### src/rtl/auto_human_player.sv
// Automated human opponent for the 15-game controller: starts a game, answers each computer move
// with a legal pick and drives the enter_L handshake. Define STRATEGY_EN for win/block/centre picking.
module auto_human_player #(
  parameter int PRESS_CYC = 2,
  parameter int GAP_CYC   = 1,
  parameter int TIMEOUT   = 255
) (
  input  logic       clock,
  input  logic       reset_L,
  input  logic       start,
  input  logic [3:0] cMove,
  input  logic       win,
  output logic [3:0] hMove,
  output logic       enter_L,
  output logic       newGame_L,
  output logic       busy,
  output logic       done,
  output logic       timedOut,
  output logic [8:0] hMask,
  output logic [8:0] cMask
);

  localparam logic [2:0] S_IDLE  = 3'd0;
  localparam logic [2:0] S_NEWG  = 3'd1;
  localparam logic [2:0] S_WAITC = 3'd2;
  localparam logic [2:0] S_PICK  = 3'd3;
  localparam logic [2:0] S_SETUP = 3'd4;
  localparam logic [2:0] S_PRESS = 3'd5;
  localparam logic [2:0] S_REL   = 3'd6;
  localparam logic [2:0] S_DONE  = 3'd7;

  logic [2:0] state_q, state_d;
  logic [3:0] hmove_q, hmove_d, lastc_q, lastc_d, cnt_q, cnt_d;
  logic [8:0] hmask_q, hmask_d, cmask_q, cmask_d;
  logic [7:0] tmo_q, tmo_d;
  logic       tout_q, tout_d, winseen_q, winseen_d;

  // Triple t is hit when it holds bit b and every member of t is present in m.
  function automatic logic hit(input logic [8:0] m, input logic [8:0] b, input logic [8:0] t);
    return ((t & b) != 9'd0) && ((m & t) == t);
  endfunction

  // The eight 3-subsets of 1..9 summing to 15, restricted to those containing b.
  function automatic logic line_hit(input logic [8:0] m, input logic [8:0] b);
    return hit(m, b, 9'h111) || hit(m, b, 9'h0A1) || hit(m, b, 9'h10A) || hit(m, b, 9'h092) ||
           hit(m, b, 9'h062) || hit(m, b, 9'h08C) || hit(m, b, 9'h054) || hit(m, b, 9'h038);
  endfunction

  function automatic logic [3:0] complete_n(input logic [8:0] own, input logic [8:0] taken);
    logic [3:0] n;
    logic [8:0] b;
    n = 4'd0;
    for (int i = 8; i >= 0; i--) begin
      b = 9'd1 << i;
      if ((taken & b) == 9'd0 && line_hit(own | b, b)) n = 4'(i + 1);
    end
    return n;
  endfunction

  function automatic logic [3:0] pick_n(input logic [8:0] hm, input logic [8:0] cm);
    logic [8:0] taken;
    logic [3:0] lowest;
`ifdef STRATEGY_EN
    logic [3:0] w, bl;
`endif
    taken  = hm | cm;
    lowest = 4'd0;
    for (int i = 8; i >= 0; i--)
      if ((taken & (9'd1 << i)) == 9'd0) lowest = 4'(i + 1);
`ifdef STRATEGY_EN
    w  = complete_n(hm, taken);
    bl = complete_n(cm, taken);
    if (w != 4'd0)                 return w;
    else if (bl != 4'd0)           return bl;
    else if (taken[4] == 1'b0)     return 4'd5;
    else                           return lowest;
`else
    return lowest;
`endif
  endfunction

  logic [8:0] cbit, hbit, cmask_new;
  logic       new_mv, full;
  logic [3:0] pick_w;

  assign cbit      = 9'd1 << (cMove - 4'd1);
  assign hbit      = 9'd1 << (hmove_q - 4'd1);
  assign cmask_new = cmask_q | cbit;
  // Compare against lastC rather than edge-detect so a move posted outside WAIT_C is still seen.
  assign new_mv    = (cMove != 4'd0) && (cMove <= 4'd9) && (cMove != lastc_q) &&
                     ((cmask_q & cbit) == 9'd0);
  assign full      = &(hmask_q | cmask_q);
  assign pick_w    = pick_n(hmask_q, cmask_q);

  always_comb begin
    state_d   = state_q;
    hmove_d   = hmove_q;
    lastc_d   = lastc_q;
    cnt_d     = cnt_q;
    hmask_d   = hmask_q;
    cmask_d   = cmask_q;
    tmo_d     = tmo_q;
    tout_d    = tout_q;
    winseen_d = winseen_q;
    case (state_q)
      S_IDLE, S_DONE: if (start) begin
        state_d   = S_NEWG;
        hmask_d   = 9'd0;
        cmask_d   = 9'd0;
        lastc_d   = 4'd0;
        tout_d    = 1'b0;
        cnt_d     = 4'd0;
        tmo_d     = 8'd0;
        winseen_d = 1'b0;
      end
      S_NEWG: begin
        state_d = S_WAITC;
        tmo_d   = 8'd0;
      end
      S_WAITC: begin
        if (new_mv) begin
          cmask_d = cmask_new;
          lastc_d = cMove;
          tmo_d   = 8'd0;
          state_d = (win || line_hit(cmask_new, 9'h1FF)) ? S_DONE : S_PICK;
        end else if (win) begin
          state_d = S_DONE;
        end else if (tmo_q == 8'(TIMEOUT - 1)) begin
          tout_d  = 1'b1;
          state_d = S_DONE;
        end else begin
          tmo_d = tmo_q + 8'd1;
        end
      end
      S_PICK: begin
        if (win || full) state_d = S_DONE;
        else begin
          hmove_d = pick_w;
          cnt_d   = 4'd0;
          state_d = S_SETUP;
        end
      end
      S_SETUP: begin
        if (win) state_d = S_DONE;
        else if (cnt_q == 4'(GAP_CYC - 1)) begin
          cnt_d   = 4'd0;
          hmask_d = hmask_q | hbit;
          state_d = S_PRESS;
        end else cnt_d = cnt_q + 4'd1;
      end
      // A press in flight always completes so enter_L is never abandoned low.
      S_PRESS: begin
        if (win) winseen_d = 1'b1;
        if (cnt_q == 4'(PRESS_CYC - 1)) begin
          cnt_d   = 4'd0;
          state_d = S_REL;
        end else cnt_d = cnt_q + 4'd1;
      end
      S_REL: begin
        if (win) winseen_d = 1'b1;
        if (cnt_q == 4'(GAP_CYC - 1)) begin
          cnt_d   = 4'd0;
          tmo_d   = 8'd0;
          state_d = (winseen_q || win) ? S_DONE : S_WAITC;
        end else cnt_d = cnt_q + 4'd1;
      end
      default: state_d = S_IDLE;
    endcase
  end

  always_ff @(posedge clock or negedge reset_L) begin
    if (!reset_L) begin
      state_q   <= S_IDLE;
      hmove_q   <= 4'd0;
      lastc_q   <= 4'd0;
      cnt_q     <= 4'd0;
      hmask_q   <= 9'd0;
      cmask_q   <= 9'd0;
      tmo_q     <= 8'd0;
      tout_q    <= 1'b0;
      winseen_q <= 1'b0;
    end else begin
      state_q   <= state_d;
      hmove_q   <= hmove_d;
      lastc_q   <= lastc_d;
      cnt_q     <= cnt_d;
      hmask_q   <= hmask_d;
      cmask_q   <= cmask_d;
      tmo_q     <= tmo_d;
      tout_q    <= tout_d;
      winseen_q <= winseen_d;
    end
  end

  assign hMove     = hmove_q;
  assign enter_L   = (state_q != S_PRESS);
  assign newGame_L = (state_q != S_NEWG);
  assign busy      = (state_q != S_IDLE) && (state_q != S_DONE);
  assign done      = (state_q == S_DONE);
  assign timedOut  = tout_q;
  assign hMask     = hmask_q;
  assign cMask     = cmask_q;

endmodule

### config.mk
export PLATFORM = sky130hd
export DESIGN_NAME = auto_human_player
export DESIGN_NICKNAME = d
export VERILOG_FILES = /design/src/rtl/auto_human_player.sv
export SDC_FILE = /design/constraint.sdc
export NUM_CORES = 1
export LEC_CHECK = 0
export ABC_AREA = 1
export CAP_MARGIN = 10
export CORE_UTILIZATION = 30
export DETAILED_ROUTE_END_ITERATION = 6
export PLACE_DENSITY = 0.6
export SLEW_MARGIN = 15
export SYNTH_ARGS = -nofsm -noshare
export SYNTH_HDL_FRONTEND = slang
export SYNTH_SLANG_ARGS = --single-unit
### constraint.sdc
create_clock -name clock -period 1.6 [get_ports clock]
set_input_delay 0.24 -clock clock [delete_from_list [all_inputs] [get_ports clock]]
set_output_delay 0.24 -clock clock [all_outputs]
set_load 0.005 [all_outputs]
* Word level (Yosys, flattened, before mapping) *
Cells that the tools add are included.

storage, ports and cells
  latch bits = 0
  memories kept = 0
  bits in read-only memories = 0
  register bits = 43
  output and inout port bits = 27
  RAM bits = 0

cells by class
  shift operators = 2
  bitwise logic cells = 5
  magnitude comparators = 1
  equality and inequality tests = 36
  reductions and logical operators = 44
  divide/modulo/power cells = 0
  multiply operators = 0
  mux-type cells = 48
  add/subtract/negate cells = 4

operators with widths
  operator             number
  $logic_not 9->1      10
  $mux 4               15
  $mux 8               5
  $eq 3x3->1 const B   12
  $mux 9               4
  $pmux 9 s2           2
  $pmux 8 s4           1
  $mux 3               10
  $or 9x9->9           3
  $pmux 3 s7           1
  $ne 2x2->1 const B   10
  $pmux 4 s5           1
  $shl 1x4->9 const A  2
  $ne 3x3->1 const B   5
  $reduce_and 5->1     3
  $logic_or 1x1->1     10
  $and 9x9->9          1
  $reduce_and 9->1     1
  $add 8x1->8 const B  1
  $eq 8x8->1 const B   1
  $pmux 4 s2           1
  $reduce_and 4->1     2
  $reduce_bool 4->1    2
  $sub 4x1->4 const B  2
  other kinds (22)     35

* Logic depth before layout (Yosys ltp) *
Gate-level depths: netlist of the first run.

  depth after elaboration = 15
  mapped depth = 14

* Worst setup path after synthesis of the first run *
No wires, ideal clock.

  path kind = flip-flop to flip-flop
  start point = register cmask_q[2], in the netlist cMask[2]
  end point = register cnt_q[0]
  slack = -0.012 ns
  library setup time = 0.134 ns
  required time = 1.466 ns
  arrival = 1.479 ns
  path buffers = 0
  period minus slack after synthesis = 1.612 ns
  stages on the path, launching flop included = 8
  cells stage by stage = dfrtp_1 or2_1 nand2_1 nor2_1 nand3_1 nand3_1 a31oi_2 o21ai_0

on the way
  longest elaborated chain between the ends = 5

ends and longest elaborated chain
  item                        line  source
  from (decl)                 34    logic [8:0] hmask_q, hmask_d, cmask_q, cmask_d;
  from (signal assigned)      188   cmask_q <= cmask_d;
  $or 9x9->9                  92    assign full = &(hmask_q | cmask_q);
  $reduce_and 9->1            92
  $logic_or 1x1->1            136   if (win || full) state_d = S_DONE;
  $ne 2x2->1 (no line)        --
  $reduce_and 4->1 (no line)  --
  to (signal assigned)        186   cnt_q <= cnt_d;
  to (decl)                   33    logic [3:0] hmove_q, hmove_d, lastc_q, lastc_d, cnt_q, cnt_d;

Every way passes these cells.
A chain may end at the register's enable or synchronous reset.

* Worst setup path in the final report of the first run *
  start point = register state_q[1]
  end point = register tmo_q[6]

on the way
  longest elaborated chain between the ends = 4
  elaborated cells on any way between the ends = 13

ends and longest elaborated chain
  item                                                       line  source
  from (decl)                                                32    logic [2:0] state_q, state_d;
  from (signal assigned)                                     183   state_q <= state_d;
  $eq 3x3->1 or $logic_not 3->1 (tied branches)              105   case (state_q)
  $reduce_or 2->1                                            105
  $reduce_bool 4->1 (no line) or $ne 2x2->1 (tied branches)  --
  $reduce_and 5->1 (no line)                                 --
  to (signal assigned)                                       189   tmo_q <= tmo_d;
  to (decl)                                                  35    logic [7:0] tmo_q, tmo_d;

Several ways; a longest one is shown, not always the timed one.

==> results of run 1 <==
[repair_timing]
| item | CTS | global route |
|---|---|---|
| gates cloned | 3 | 1 |
| hold buffers | 1 | 0 |
| endpoints found under the hold margin | 16 | 0 |
| gates resized for setup | 71 | 73 |
| pin swaps | 18 | 25 |
| setup endpoints to repair | 44 | 50 |
| buffers inserted | 11 | 5 |
[final timing paths]
check,startpoint,to
setup / recovery,state_q[1]$_DFFE_PN0P_,tmo_q[6]$_DFFE_PN0P_
hold / removal,reset_L,cMask[1]$_DFFE_PN0P_
setup reg to reg,state_q[1]$_DFFE_PN0P_,tmo_q[6]$_DFFE_PN0P_
hold reg to reg,winseen_q$_DFFE_PN0P_,winseen_q$_DFFE_PN0P_
max in group asynchronous,reset_L,tmo_q[6]$_DFFE_PN0P_
min in group clock,cMove[1],lastc_q[1]$_DFFE_PN0P_
[registers in the layout, summed over array words and instances (netlist names)]
name and flops:
winseen_q 1, hMove 4, state_q 3, lastc_q 4, cMask 9, cnt_q 4
timedOut 1, hMask 9, tmo_q 8
[worst max-delay path, cell delays in order, from the launching register on]
cell     delay, ns
dfrtp_2       0.44
buf_6         0.12
nor2_4        0.04
o21ai_2       0.18
buf_6         0.15
inv_6         0.04
nand2_8       0.08
nand2_2       0.07
a21oi_4       0.23
nand2_4       0.14
nand2_1       0.09
nand2_1       0.04
[metrics by stage]
step           area (sq um)  cells  total power, uW  utilization [%]
4_1_cts                4280    661             6020             45.9
5_1_grt                4560    667             7110             48.9
6_report               4560    667             6630             48.9
3_3_place_gp           3900    638             4550             41.8
2_1_floorplan          2920    412             3280                -
3_5_place_dp           3900    638             4590             41.8
[cell usage in the layout (no fill, tap or decap), types with 7 or more instances in the layout]
cell | Yosys | routed
inv_2 | 9 | 11
dfrtp_1 | 43 | 39
xor2_1 | 9 | 9
buf_6 | 1 | 16
buf_4 | 0 | 66
nand2_4 | 4 | 8
dlygate4sd2_1 | 0 | 7
nand4_1 | 7 | 7
nand2_1 | 134 | 118
nand2_2 | 3 | 13
o21ai_1 | 7 | 12
nand3_1 | 31 | 23
nor2_1 | 33 | 23
nor2_2 | 7 | 12
nor2_4 | 5 | 11
inv_1 | 52 | 45
clkdlybuf4s50_1 | 0 | 20
[area by class of cell]
cell class | count | area [sq um]
clock buffers | 6 | 72.6
clock inverters | 2 | 12.5
multi-input cells | 309 | 1970
well taps | 129 | 161
flip-flops and latches | 43 | 1080
inverters | 61 | 246
repair buffers | 117 | 1020
fillers | 894 | 4760
[per-layer routing]
layer,global-route usage [%],up-vias,wire length (um)
met5,0,-,0
met4,6.13,0,172
met3,3.05,16,301
met2,30.6,65,4390
met1,22.0,1450,3880
li1,-,1569,-
[logic make-up after synthesis]
kind of cell               Yosys count  share of synthesized area [%]
AOI/OAI and AO/OA                   55                           11.6
and+or+nand+nor                    235                           37.3
xor gates and xnor gates             9                           2.71
buffers and inverters               63                           8.42
DFF                                 43                           37.0
adders and majority gates            7                           3.01
[power by group]
group	internal [uW]	total, uW	switching, uW
logic	1960	4360	2410
registers	1330	1570	241
clock network	306	695	389
==> flow_summary.json, run 1 <==
{
  "initialDrtViolationCount": 110,
  "die_w_um": 101,
  "dp_hpwl_um": 6180,
  "layout_min_cycle_time_ns": 1.75,
  "antenna_found_initial": 0,
  "grt_pass1_vias": 2986,
  "maxCapViolations": 0,
  "cts_buffer_depth": 2,
  "worstMarginPinSlew_ns": 0.446,
  "fin_crit_sh_pct": 109,
  "status": "finished, violations left",
  "cts_sinks": 43,
  "fin_setup_tns_ns": -2.53,
  "powerDensity_nw_per_um2": 1450,
  "rows": 35,
  "yosysTopAreaCellShare_pct": 37.0,
  "routedWlPerCell_um": 13.1,
  "cts_buffers": 5,
  "startpoint_type": "flop",
  "maxSlewHeadroom_pct": 70.3,
  "dp_slack_ns": -0.551,
  "htreeDepth": 2,
  "hold_viol": 0,
  "worstRegToRegCells": 11,
  "synth_area_per_cell_sq_um": 7.07,
  "antenna_cells": 0,
  "hold_class": "in2async",
  "drv_slew": 0,
  "p_leak_uw": 0.00226,
  "initial_core_util_pct": 31.2,
  "cts_tree": "yes",
  "layout.nets": 552,
  "synth_nets": 427,
  "synth_most_common_cell": "nand2_1",
  "synth.yosys.seq_area_share_pct": 37.0,
  "crit_type": "reg2reg",
  "fin_ws_ns": -0.146,
  "netlist_instances": 412,
  "drt_pass1_iterations": 4,
  "grt_overflow": 0,
  "yosys_warnings": 0,
  "core_sq_um": 9330,
  "rsz0062_at_grt": "yes",
  "synth_ff_type": "dfrtp_1",
  "routed_wl_um": 8750,
  "die_y_um": 101,
  "setup_violations": 37,
  "clk_latency_ns": 0.30,
  "io_pins": 35,
  "cp.required_ns": 1.79,
  "drt-vias-per-instance": 4.65,
  "irDropWorstVdd_v": 0.000994,
  "synth_edf_count": 0,
  "cp_max_fo": 8,
  "hold_ws_ns": 0.403,
  "violations": "setup timing",
  "grt_pass1_wl_um": 14000,
  "vias": 3100,
  "grt_start_max_net_pins": 19,
  "ant_nets": 0,
  "netlist_area_sq_um": 2910,
  "clkSlewWorstSetupHoldPaths_ns": 0.09,
  "fmax_ghz": 0.573,
  "root_buffer": "clkbuf_8",
  "async_reset_ff_share_pct": 100,
  "dieArea_sq_um": 10100,
  "numPortBuffers": 34,
  "grtUsageTotal_pct": 17.6,
  "gp_congestion": 0.921,
  "cp_data_arrival_time_ns": 1.94,
  "synthTopCellsByCount": "134 x nand2_1, 52 x inv_1, 43 x dfrtp_1",
  "ys_ff_latch": 43,
  "ys_types": 38,
  "layout-drive-gt1-share_pct": 36.4,
  "area_delta_synth_final_pct": 56.8,
  "synthTopCellsByArea": "dfrtp_1 37%, nand2_1 17%, inv_1 6.7%",
  "drc": 0,
  "synth_top_area_cell": "dfrtp_1",
  "skew_ns": 0.0151,
  "crit_path_end_kind": "flop",
  "r2r_slack_ns": -0.15
}
No activity file was read; power rests on OpenSTA's default activity.
==> run 2, diff against run 1 <==
- SETUP_SLACK_MARGIN: not set -> 0.02
==> run 2 against run 1 <==
Compared with the run above:
- the flow still finishes with violations (setup timing)
- critical path depth shrank 1
- design area grew 2.9%
- routed wire length grew 3.4%
- critical path type unchanged
- largest cell class unchanged
==> flow_summary.json, run 2 (same netlist as run 1, synthesis figures left out) <==
{
  "crit_type": "reg2reg",
  "clkPwrFrac_pct": 13.9,
  "vias": 3120,
  "p_leak_uw": 0.00232,
  "r2r-start": "state_q[1]$_DFFE_PN0P_",
  "crit_path_start": "state_q[1]$_DFFE_PN0P_",
  "grt_overflow": 0,
  "hold_class": "in2async",
  "cp_data_arrival_time_ns": 1.90,
  "maxSlewHeadroom_pct": 65.6,
  "startpoint_type": "flop",
  "hold_viol": 0,
  "initialDrtViolationCount": 131,
  "worstRegToRegCells": 10,
  "powerDensity_nw_per_um2": 1580,
  "fmax_ghz": 0.581,
  "drc": 0,
  "seq_power_share_pct": 21.8,
  "antenna_found_initial": 0,
  "fin_crit_sh_pct": 108,
  "grt_pass1_wl_um": 14100,
  "cp_max_fo": 3,
  "switching_share_pct": 43.9,
  "worstMarginPinSlew_ns": 0.516,
  "grt_pass1_vias": 3013,
  "drt-vias-per-instance": 4.66,
  "violations": "setup timing",
  "layout_min_cycle_time_ns": 1.72,
  "most-common-layout-cells": "113 x nand2_1, 69 x buf_4, 46 x inv_1",
  "routed_wl_um": 9040,
  "htreeDepth": 2,
  "numPortBuffers": 34,
  "initial_core_util_pct": 31.2,
  "power.internal_uw": 4150,
  "irDropWorstVdd_v": 0.00120,
  "p_switching_uw": 3250,
  "cts_buffers": 5,
  "rows": 35,
  "routedWlPerCell_um": 13.5,
  "clkSlewWorstSetupHoldPaths_ns": 0.09,
  "layout-drive-gt1-share_pct": 38.1,
  "dieArea_sq_um": 10100,
  "cts_tree": "yes",
  "drt_pass1_iterations": 4,
  "rsz0062_at_grt": "yes",
  "grtUsageTotal_pct": 17.7,
  "pwr-share-comb_pct": 64.3,
  "root_buffer": "clkbuf_8",
  "crit_path_end_kind": "flop",
  "maxCapViolations": 0,
  "r2r_slack_ns": -0.12,
  "layout.nets": 554,
  "final_util_pct": 50.3,
  "setup.worst_path.end": "state_q[0]$_DFFE_PN0P_",
  "ant_nets": 0,
  "die_w_um": 101,
  "antenna_cells": 0,
  "io_pins": 35,
  "area_delta_synth_final_pct": 61.2,
  "skew_ns": 0.00470,
  "clk_latency_ns": 0.29,
  "gp_congestion": 0.873,
  "core_sq_um": 9330,
  "status": "finished, violations left",
  "num-fill-cells": 871,
  "drv_slew": 0,
  "cts_sinks": 43,
  "fin_ws_ns": -0.121,
  "stdcell_count": 669,
  "place_inst": 635,
  "final_common_cell": "nand2_1",
  "setup_violations": 19,
  "grt_start_max_net_pins": 27,
  "r2r_end": "state_q[0]$_DFFE_PN0P_",
  "die_y_um": 101,
  "cts_buffer_depth": 2,
  "dp_hpwl_um": 6040,
  "hold_ws_ns": 0.449,
  "cp.required_ns": 1.78
}
run 2: worst min path at each step:
| stage | startpoint | to | slack, ns | cells past startpoint |
|---|---|---|---|---|
| after floorplan | reset_L | cMask[0]$_DFFE_PN0P_ | -0.06 | 0 |
| after global placement | reset_L | lastc_q[0]$_DFFE_PN0P_ | 0.22 | 1 |
| after detailed placement | reset_L | lastc_q[0]$_DFFE_PN0P_ | 0.23 | 1 |
| after CTS | cMove[1] | lastc_q[1]$_DFFE_PN0P_ | 0.45 | 3 |
| after global routing | reset_L | lastc_q[3]$_DFFE_PN0P_ | 0.46 | 2 |
| final | reset_L | lastc_q[0]$_DFFE_PN0P_ | 0.45 | 2 |
run 2: critical path, stage by stage (launching register included):
cell	delay, ns
dfrtp_2	0.47
nand2_4	0.11
nand2_4	0.06
o21ai_2	0.08
buf_4	0.14
buf_4	0.12
nand2_4	0.06
buf_4	0.14
or2_4	0.22
a21oi_2	0.13
o21ai_1	0.09
run 2: layout make-up:
| class | instances | area [sq um] | area share, % |
|---|---|---|---|
| repair buffers | 121 | 1050 | 22.4 |
| well taps | 129 | 161 | 3.44 |
| flip-flops and latches | 43 | 1080 | 23.1 |
| clock inverters | 2 | 60.1 | 1.28 |
| multi-input cells | 307 | 2020 | 43.1 |
| inverters | 61 | 244 | 5.20 |
| clock buffers | 6 | 72.6 | 1.55 |
run 2: power by group through the flow:
stage | Clock [uW] | Combinational [uW] | Sequential [uW]
after floorplan | 0 | 1740 | 1540
after global routing | 1100 | 5120 | 1630
after global placement | 0 | 3030 | 1550
final | 1030 | 4760 | 1610
after detailed placement | 0 | 3050 | 1550
after CTS | 1050 | 3880 | 1540
run 2: metal layers:
layer,vias to the layer above,track usage (%),part of all wire (%)
met1,1473,23.3,46
met2,71,29.7,50
met3,12,3.33,3.2
met4,0,5.02,1.2
met5,-,0,0
li1,1564,-,-
run 2: repair_timing:
action                                  in CTS  in global routing
hold endpoints to repair                    17                  0
cloned                                       2                  0
endpoints found under the setup margin      44                 51
gates resized for setup                     88                 75
buffers inserted                            12                 13
hold buffers                                 1                  0
pin swaps                                   20                 26
run 2: per-stage QoR:
stage	total power [uW]	setup slack [ns]	cell area, sq um	TNS [ns]
2_1_floorplan	3290	0.0153	2930	0
3_3_place_gp	4590	-0.483	3890	-11.14
3_5_place_dp	4610	-0.503	3890	-11.65
4_1_cts	6470	-0.201	4340	-3.98
5_1_grt	7850	-0.237	4690	-4.23
6_report	7400	-0.121	4690	-1.35
==> run 3, diff against run 2 <==
--- a/config.mk
+++ b/config.mk
@@ -9,2 +9,3 @@
 export CAP_MARGIN = 10
+export CORE_ASPECT_RATIO = 1.1
 export CORE_UTILIZATION = 30
==> constraint.sdc (replaced) <==
create_clock -name clock -period 1.6 [get_ports clock]
set_input_delay 0.32 -clock clock [delete_from_list [all_inputs] [get_ports clock]]
set_output_delay 0.32 -clock clock [all_outputs]
set_load 0.005 [all_outputs]
==> run 3 against run 2 <==
Compared with the run above:
- the flow still finishes with violations (setup timing)
- sequential power is 4% lower
- non-clock buffer count is 3 higher
- hold slack worse by 0.076 ns
- maximum frequency is 1.4% higher
- total power is 13% lower
- via count is 0.80% lower
- routed wire length is 5.6% lower
- clock-buffer cell count is 1 lower
==> flow_summary.json, run 3 (same netlist as run 1, synthesis figures left out) <==
{
  "die_y_um": 105,
  "layout.nets": 557,
  "grtUsageTotal_pct": 17.6,
  "routedWlPerCell_um": 12.9,
  "drv_slew": 0,
  "crit_path_start": "state_q[0]$_DFFE_PN0P_",
  "hold_class": "in2reg",
  "clk_latency_ns": 0.30,
  "maxSlewHeadroom_pct": 79.7,
  "layout_min_cycle_time_ns": 1.70,
  "grt_pass1_vias": 3073,
  "initial_core_util_pct": 31.0,
  "grt_overflow": 0,
  "dieArea_sq_um": 10100,
  "hp-start": "cMove[0]",
  "cp_max_fo": 4,
  "p_switching_uw": 2890,
  "grt_pass1_wl_um": 13900,
  "cts_buffer_depth": 2,
  "powerDensity_nw_per_um2": 1420,
  "ant_nets": 0,
  "num-fill-cells": 912,
  "antenna_cells": 0,
  "clkPwrFrac_pct": 11.0,
  "drc": 0,
  "final_common_cell": "nand2_1",
  "fin_crit_sh_pct": 106,
  "cp_data_arrival_time_ns": 1.89,
  "cts_sinks": 43,
  "worstMarginPinSlew_ns": 0.304,
  "vias": 3095,
  "pwr-share-comb_pct": 64.8,
  "most-common-layout-cells": "120 x nand2_1, 81 x buf_4, 45 x inv_1",
  "core_sq_um": 9400,
  "fin_setup_tns_ns": -1.41,
  "drt_pass1_iterations": 4,
  "switching_share_pct": 45.1,
  "cp.required_ns": 1.80,
  "grt_start_max_net_pins": 44,
  "io_pins": 35,
  "seq_power_share_pct": 24.1,
  "power.internal_uw": 3520,
  "fin_ws_ns": -0.0966,
  "crit_type": "reg2reg",
  "numPortBuffers": 34,
  "r2r-start": "state_q[0]$_DFFE_PN0P_",
  "dp_hpwl_um": 5900,
  "cts_tree": "yes",
  "skew_ns": 0.00538,
  "setup_violations": 37,
  "violations": "setup timing",
  "p_leak_uw": 0.00234,
  "maxCapViolations": 0,
  "hold_viol": 0,
  "rsz0062_at_grt": "yes",
  "root_buffer": "clkbuf_8",
  "htreeDepth": 2,
  "dp_slack_ns": -0.580,
  "die_w_um": 95.9,
  "layout-drive-gt1-share_pct": 37.8,
  "gp_congestion": 0.893,
  "cts_buffers": 5,
  "routed_wl_um": 8530,
  "rows": 37,
  "irDropWorstVdd_v": 0.000666,
  "initialDrtViolationCount": 126,
  "status": "finished, violations left",
  "area_delta_synth_final_pct": 55.0,
  "drt-vias-per-instance": 4.69,
  "startpoint_type": "flop",
  "antenna_found_initial": 0,
  "fmax_ghz": 0.589,
  "crit_path_end_kind": "flop",
  "clkSlewWorstSetupHoldPaths_ns": 0.09
}
-- run 3: power by group through the flow --
stage | logic (uW) | clock network [uW] | registers [uW]
finish | 4160 | 709 | 1550
CTS | 3460 | 748 | 1540
floorplan | 1740 | 0 | 1540
detailed placement | 3080 | 0 | 1560
global placement | 3040 | 0 | 1550
global route | 4580 | 798 | 1590
-- run 3: timing repair --
action,in CTS,in global routing
endpoints found under the setup margin,55,50
cloned,0,1
setup buffers,15,13
resized for setup,73,68
hold endpoints to repair,43,0
pin swaps,32,26
hold buffers,1,0
-- run 3: layout make-up --
type                            count  area (sq um)  area share (%)
Multi-Input combinational cell    307          1910            42.4
Timing Repair Buffer              124          1040            23.0
Clock inverter                      3          20.0           0.444
Sequential cell                    43          1080            24.0
Clock buffer                        5          68.8            1.53
Inverter                           61           241            5.35
Tap cell                          117           146            3.24
-- run 3: final timing paths --
| kind | endpoint | depth (start not counted) | slack (ns) |
|---|---|---|---|
| worst max-delay path | hMask[2]$_DFFE_PN0P_ | 10 | -0.1 |
| worst min-delay path | lastc_q[0]$_DFFE_PN0P_ | 3 | 0.37 |
| min in group asynchronous | lastc_q[0]$_DFFE_PN0P_ | 3 | 0.52 |
| worst max register to register | hMask[2]$_DFFE_PN0P_ | 10 | -0.1 |
| worst min register to register | winseen_q$_DFFE_PN0P_ | 2 | 0.50 |
| max in group asynchronous | cMask[6]$_DFFE_PN0P_ | 3 | 0.84 |
-- run 3: layer usage --
layer  vias up  global-route usage, %  routed length [um]
met3        14                   2.60                 245
met2        70                   29.1                4260
met1      1442                   22.6                3840
li1       1569                      -                   -
met5         -                      0                   0
met4         0                   6.93                 187
-- run 3: per-stage QoR --
stage	instance area (sq um)	power, uW	instances	util, %	hold WS [ns]
2_1_floorplan	2930	3290	412	-	0.0244
5_1_grt	4510	6960	660	48.0	0.405
6_report	4510	6420	660	48.0	0.373
3_3_place_gp	3880	4590	622	41.3	0.320
4_1_cts	4240	5750	646	45.2	0.501
3_5_place_dp	3880	4640	622	41.3	0.323
-- run 3: critical path, cell delays in order, from the launching register on --
cell     delay [ns]
dfrtp_2        0.45
buf_6          0.13
nor2_4         0.20
inv_2          0.08
nor2_4         0.17
nand2_2        0.09
o21ai_4        0.09
nor2_4         0.06
nand4_1        0.09
nor2_1         0.06
o21a_1         0.16
==> RTL change 1 (config.mk and constraints of run 1) <==
Reset style: synchronous (`reset_L`), changed in one clocked block.
--- a/src/rtl/auto_human_player.sv
+++ b/src/rtl/auto_human_player.sv
@@ -168,7 +168,7 @@
     endcase
   end
 
-  always_ff @(posedge clock or negedge reset_L) begin
+  always_ff @(posedge clock) begin
     if (!reset_L) begin
       state_q   <= S_IDLE;
       hmove_q   <= 4'd0;
Check against the original RTL: differs if reset_L is asserted again (counterexample within 4 cycles, from zero or initial values and one cycle with reset_L low); with reset_L held inactive, the same outputs for 10 cycles.
==> RTL change 1 against run 1 <==
Critical endpoint is now tmo_q[7]$_SDFFE_PN0P_; synthesized cell count up 4.6%; power down 16%; largest power group unchanged; area after synthesis down 5.0%; sequential cell count unchanged; worst setup slack better by 0.14 ns; design area down 5.6%; utilization about the same; the run ends with DRC, setup timing left; hold slack worse by 0.0078 ns; routed wire length down 4.4%; critical path depth up 1.
==> RTL change 1: results (changes against run 1) <==
Iteration-0 DRC Markers=148 (+35%); drt drc=2 (+2); Max Used Layer=met4; crit path DAT=1.85 ns (-0.09 ns); r2r worst-path depth=12 (+1); post-cts resize count=67 (-5.6%); violated checks=DRC, setup timing; Global Route met2 Usage=0.285 (-0.0206); Cell Area, Placed=0.00372 mm^2 (-4.7%); status=finished with violations; final worst slack=-0.00721 ns (+0.139 ns); Antenna diodes=0 (unchanged); first drt pass iteration count=6 (+2); met2 routed WL=4060 um (-7.5%); Synth Flop Type=dfxtp_1; TritonCTS Buffers=5 (unchanged); hold depth=4; Met3 Wirelength=300 um (-0.33%); VDD IR-drop max=0.000818 V (-18%); FILL cells=843 (-5.7%); sequential fraction of the synthesis area=0.311 (-0.0583); crit-path max cell delay=0.41 ns (-0.03 ns); RR Endpoint=tmo_q[7]$_SDFFE_PN0P_; met1 Use GR=0.235 (+0.0152); Final HPWL DP=6030 um (-2.4%); CP max FO=6 (-2); Yosys cell types=37 (-2.6%); hold path start=cMove[0]; largest net degree at the start of global routing=15 (-4); share of layout cells above drive strength 1=0.419 (+0.0546); first-pass GRT wire length=13,500 um (-3.6%); pre-CTS setup slack=-0.639 ns (-0.0884 ns); Final setup viols=2 (-95%); Post CTS Setup Buffer Count=4 (-7); vias in the first global route=2,934 (-1.7%); Max clock buf depth=2 (unchanged); metal1 wirelength=3950 um (+1.8%); Nets=564 (+2.2%); Leak Pwr=1.92 nW (-15%); worst hold path class=primary input to register; top cells by count, synth=nand2_1, inv_1, nor2_1; sequential power=1.38 mW (-12%); top cells by area, synth=dfxtp_1, nand2_1, nand3_1, inv_1, nor2_1; Sw Ratio=0.455 (-0.00360); Setup Skew=0.00713 ns (-0.00796 ns); syn_nets=446 (+4.4%); number of vias per cell=4.77 (+2.7%); GRT Total Usage=0.172 (-0.00344); Crit-path slowest cell=dfxtp_4; relative slew slack=0.738 (+0.0356); FFs w/ async S/R, synth=0 (-1.00); Logic pwr share=0.599 (-0.060); final setup TNS=-0.0115 ns (+2.52 ns); aggregate routed wire length=8360 um (-4.4%); met3 Use GR=0.0236 (-0.00689); initial antenna violation count=0 (unchanged); Routability Congestion=0.887 (-3.7%); CP Launch Point=state_q[2]$_SDFFE_PN0P_
-- RTL change 1: cell types whose count changed in the layout (fill, tap and decap cells not counted), moves of 7 or more --
cell and change:
nand2_1 -30, o21ai_1 -7, nand2_2 +18, nor2_1 +15, dfxtp_1 +26, buf_6 -9, a21oi_1 +20, nand3_2 +7
dfrtp_1 -39, inv_2 +7, xor2_1 -7, dfxtp_2 +13
-- RTL change 1: cell type report --
cell class,count,area [um^2],area share
Clock buffer,6,72.6,0.0168
Clock inverter,1,30.0,0.00697
Inverter,66,273,0.0633
Multi-Input combinational cell,318,1920,0.446
Sequential cell,43,892,0.207
Tap cell,108,135,0.0314
Timing Repair Buffer,114,975,0.226
Timing Repair inverter,1,8.76,0.00203
-- RTL change 1: per-stage QoR --
stage / utilization / instances / power, mW / hold slack, ns
2_1_floorplan: - / 431 / 2.99 / 0.363
3_3_place_gp: 0.422 / 637 / 3.84 / 0.466
4_1_cts: 0.457 / 650 / 5.08 / 0.408
5_1_grt: 0.489 / 657 / 5.89 / 0.412
3_5_place_dp: 0.422 / 637 / 3.87 / 0.471
6_report: 0.489 / 657 / 5.54 / 0.395
-- RTL change 1: worst max path at each step --
stage	endpoint	slack [ns]	cells past startpoint
global placement	cMask[8]$_SDFFE_PN0P_	-0.57	14
CTS	busy	-0.06	6
finish	tmo_q[7]$_SDFFE_PN0P_	-0.007	12
floorplan	tmo_q[6]$_SDFFE_PN0P_	0.04	11
detailed placement	cMask[5]$_SDFFE_PN0P_	-0.64	14
global route	tmo_q[2]$_SDFFE_PN0P_	-0.08	11
-- RTL change 1: cell families after synthesis --
family | share of synthesized area
compound gates | 0.143
xor+xnor | 0.00634
fa+ha+maj | 0.0317
buf+inv | 0.108
flops | 0.311
simple gates | 0.400
==> RTL change 2 (flow settings as in run 1) <==
Without the edit above. `TIMEOUT`: 255 -> 127.
--- a/src/rtl/auto_human_player.sv
+++ b/src/rtl/auto_human_player.sv
@@ -3,7 +3,7 @@
 module auto_human_player #(
   parameter int PRESS_CYC = 2,
   parameter int GAP_CYC   = 1,
-  parameter int TIMEOUT   = 255
+  parameter int TIMEOUT   = 127
 ) (
   input  logic       clock,
   input  logic       reset_L,
Formal check against the unedited RTL: same outputs for any inputs over 10 cycles, from zero or initial values and one cycle with reset_L low; that may be too few to reach the edited logic, so the function may still have changed.
==> RTL change 2 against run 1 <==
Design area fell by 1.3%; routed wire length fell by 6.3%; maximum frequency rose by 9.2%; first-iteration DRC count fell by 3.6%; via count rose by 0.48%; global-route usage fell by 1.6 points; power rose by 9.1%; area after synthesis rose by 3.5%; clock skew fell by 0.0086 ns; worst setup slack improved by 0.15 ns; sequential cell count did not move.
==> RTL change 2: results (changes against run 1) <==
share of layout cells above drive strength 1=0.391 (+0.0271); worst hold path class=primary input to register; Ys Warns=0 (unchanged); WL/cell=12.3 um (-6.3%); Yosys cell types=37 (-2.6%); vias in the first global route=2,996 (+0.33%); Iteration-0 DRC Markers=106 (-3.6%); first-pass GRT wire length=13,100 um (-6.2%); hold depth=3; Port-buffer cells=34 (unchanged); hold path start=cMove[1]; Setup Skew=0.00654 ns (-0.00856 ns); TritonCTS Buffers=5 (unchanged); Synth Flop Type=dfrtp_1; largest net degree at the start of global routing=26 (+7); Antenna diodes=0 (unchanged); Root Buffer=clkbuf_8; Min-Delay Endpoint=lastc_q[1]$_DFFE_PN0P_; flop-to-flop setup slack=0.0004 ns (+0.15 ns); vias=3,115 (+0.48%); top cells by area, synth=dfrtp_1, nand2_1, inv_1, nand3_1, nor2_1; initial antenna violation count=0 (unchanged); later-pin clock latency in the skew report=0.30 ns (about the same); Final HPWL DP=6160 um (-0.45%); syn_nets=427 (unchanged); relative slew slack=0.691 (-0.0121); VDD IR-drop max=0.000629 V (-37%); crit path DAT=1.80 ns (-0.14 ns); Nets=548 (-0.72%); r2r worst-path depth=12 (+1); RR Endpoint=tmo_q[5]$_DFFE_PN0P_; FFs w/ async S/R, synth=1.00 (unchanged); top cells by count, synth=nand2_1, inv_1, dfrtp_1; CP max FO=7 (-1); first drt pass iteration count=4 (unchanged); status=finished, final reports clean; Routability Congestion=0.869 (-5.7%); GRT Total Usage=0.160 (-0.0162); H-tree lvl count=2 (unchanged); reg-to-reg startpoint=lastc_q[3]$_DFFE_PN0P_; Max clock buf depth=2 (unchanged); Leak Pwr=2.23 nW (-1.5%); sequential fraction of the synthesis area=0.357 (-0.0126); ANT nets after route=0 (unchanged); clock transition at the registers of the reported paths=0.09 ns (about the same)
[RTL change 2: worst max path at each step]
stage / start / end / slack, ns / depth (start not counted)
after floorplan: state_q[0]$_DFFE_PN0P_ / hMask[1]$_DFFE_PN0P_ / 0.006 / 10
after global placement: cMove[1] / tmo_q[7]$_DFFE_PN0P_ / -0.54 / 12
after detailed placement: cMove[1] / tmo_q[7]$_DFFE_PN0P_ / -0.57 / 12
after CTS: state_q[2]$_DFFE_PN0P_ / hMask[5]$_DFFE_PN0P_ / 0.0007 / 10
after global routing: state_q[1]$_DFFE_PN0P_ / hMove[0]$_DFFE_PN0P_ / -0.07 / 10
final: lastc_q[3]$_DFFE_PN0P_ / tmo_q[5]$_DFFE_PN0P_ / 0.0004 / 12
[RTL change 2: timing repair]
action,4_1_cts,5_1_grt
pin swaps,5,15
endpoints found under the setup margin,40,43
hold endpoints to repair,18,0
gates resized for setup,27,72
buffers inserted,3,8
hold buffers,1,0
gates cloned,0,1
[RTL change 2: final cells by class]
cell class	count	area, um^2
inverter	64	245
sequential	43	1080
clock inverter	2	60.1
multi-input combinational	301	1880
fill	991	5270
tap	133	166
clock buffer	6	72.6
timing repair buffer	118	1000
[RTL change 2: cell families after synthesis]
logic type                 synth area share
and+or+nand+nor                       0.370
buffers and inverters                0.0980
AOI/OAI and AO/OA                     0.126
DFF                                   0.357
xor gates and xnor gates             0.0203
adders and majority gates            0.0291
[RTL change 2: power by group]
group	internal [mW]	leakage, nW	switching (mW)	total, mW
Combinational	2.10	1.59	2.46	4.56
Sequential	1.37	0.574	0.263	1.64
Clock	0.625	0.0654	0.413	1.04
[RTL change 2: per-stage QoR]
step                hold slack, ns  area [um^2]   util  setup slack, ns  instances
detailed placement           0.222         4040  0.414           -0.567        646
floorplan                  -0.0556         3020      -          0.00567        412
CTS                          0.437         4260  0.436         0.000713        658
finish                       0.317         4510  0.461         0.000388        667
global placement             0.221         4040  0.414           -0.543        646
global route                 0.341         4510  0.461          -0.0720        667
[RTL change 2: critical path, stage by stage, from the launching register on]
cell and delay (ns):
dfrtp_1 0.40, inv_1 0.09, nand2_1 0.05, nand2_1 0.07
nor2_2 0.05, nand2_4 0.06, nand3_4 0.08, nor2_8 0.18
nor2_4 0.05, nor2_4 0.20, nand2_4 0.13, nand2_2 0.08
o21ai_2 0.04
[RTL change 2: layer usage]
layer  global-route usage  up-vias  part of all wire
met5                    0        -                 0
met4               0.0560        0             0.021
met3               0.0185       18             0.033
met2                0.272       67              0.48
met1                0.209     1472              0.46
li1                     -     1558                 -
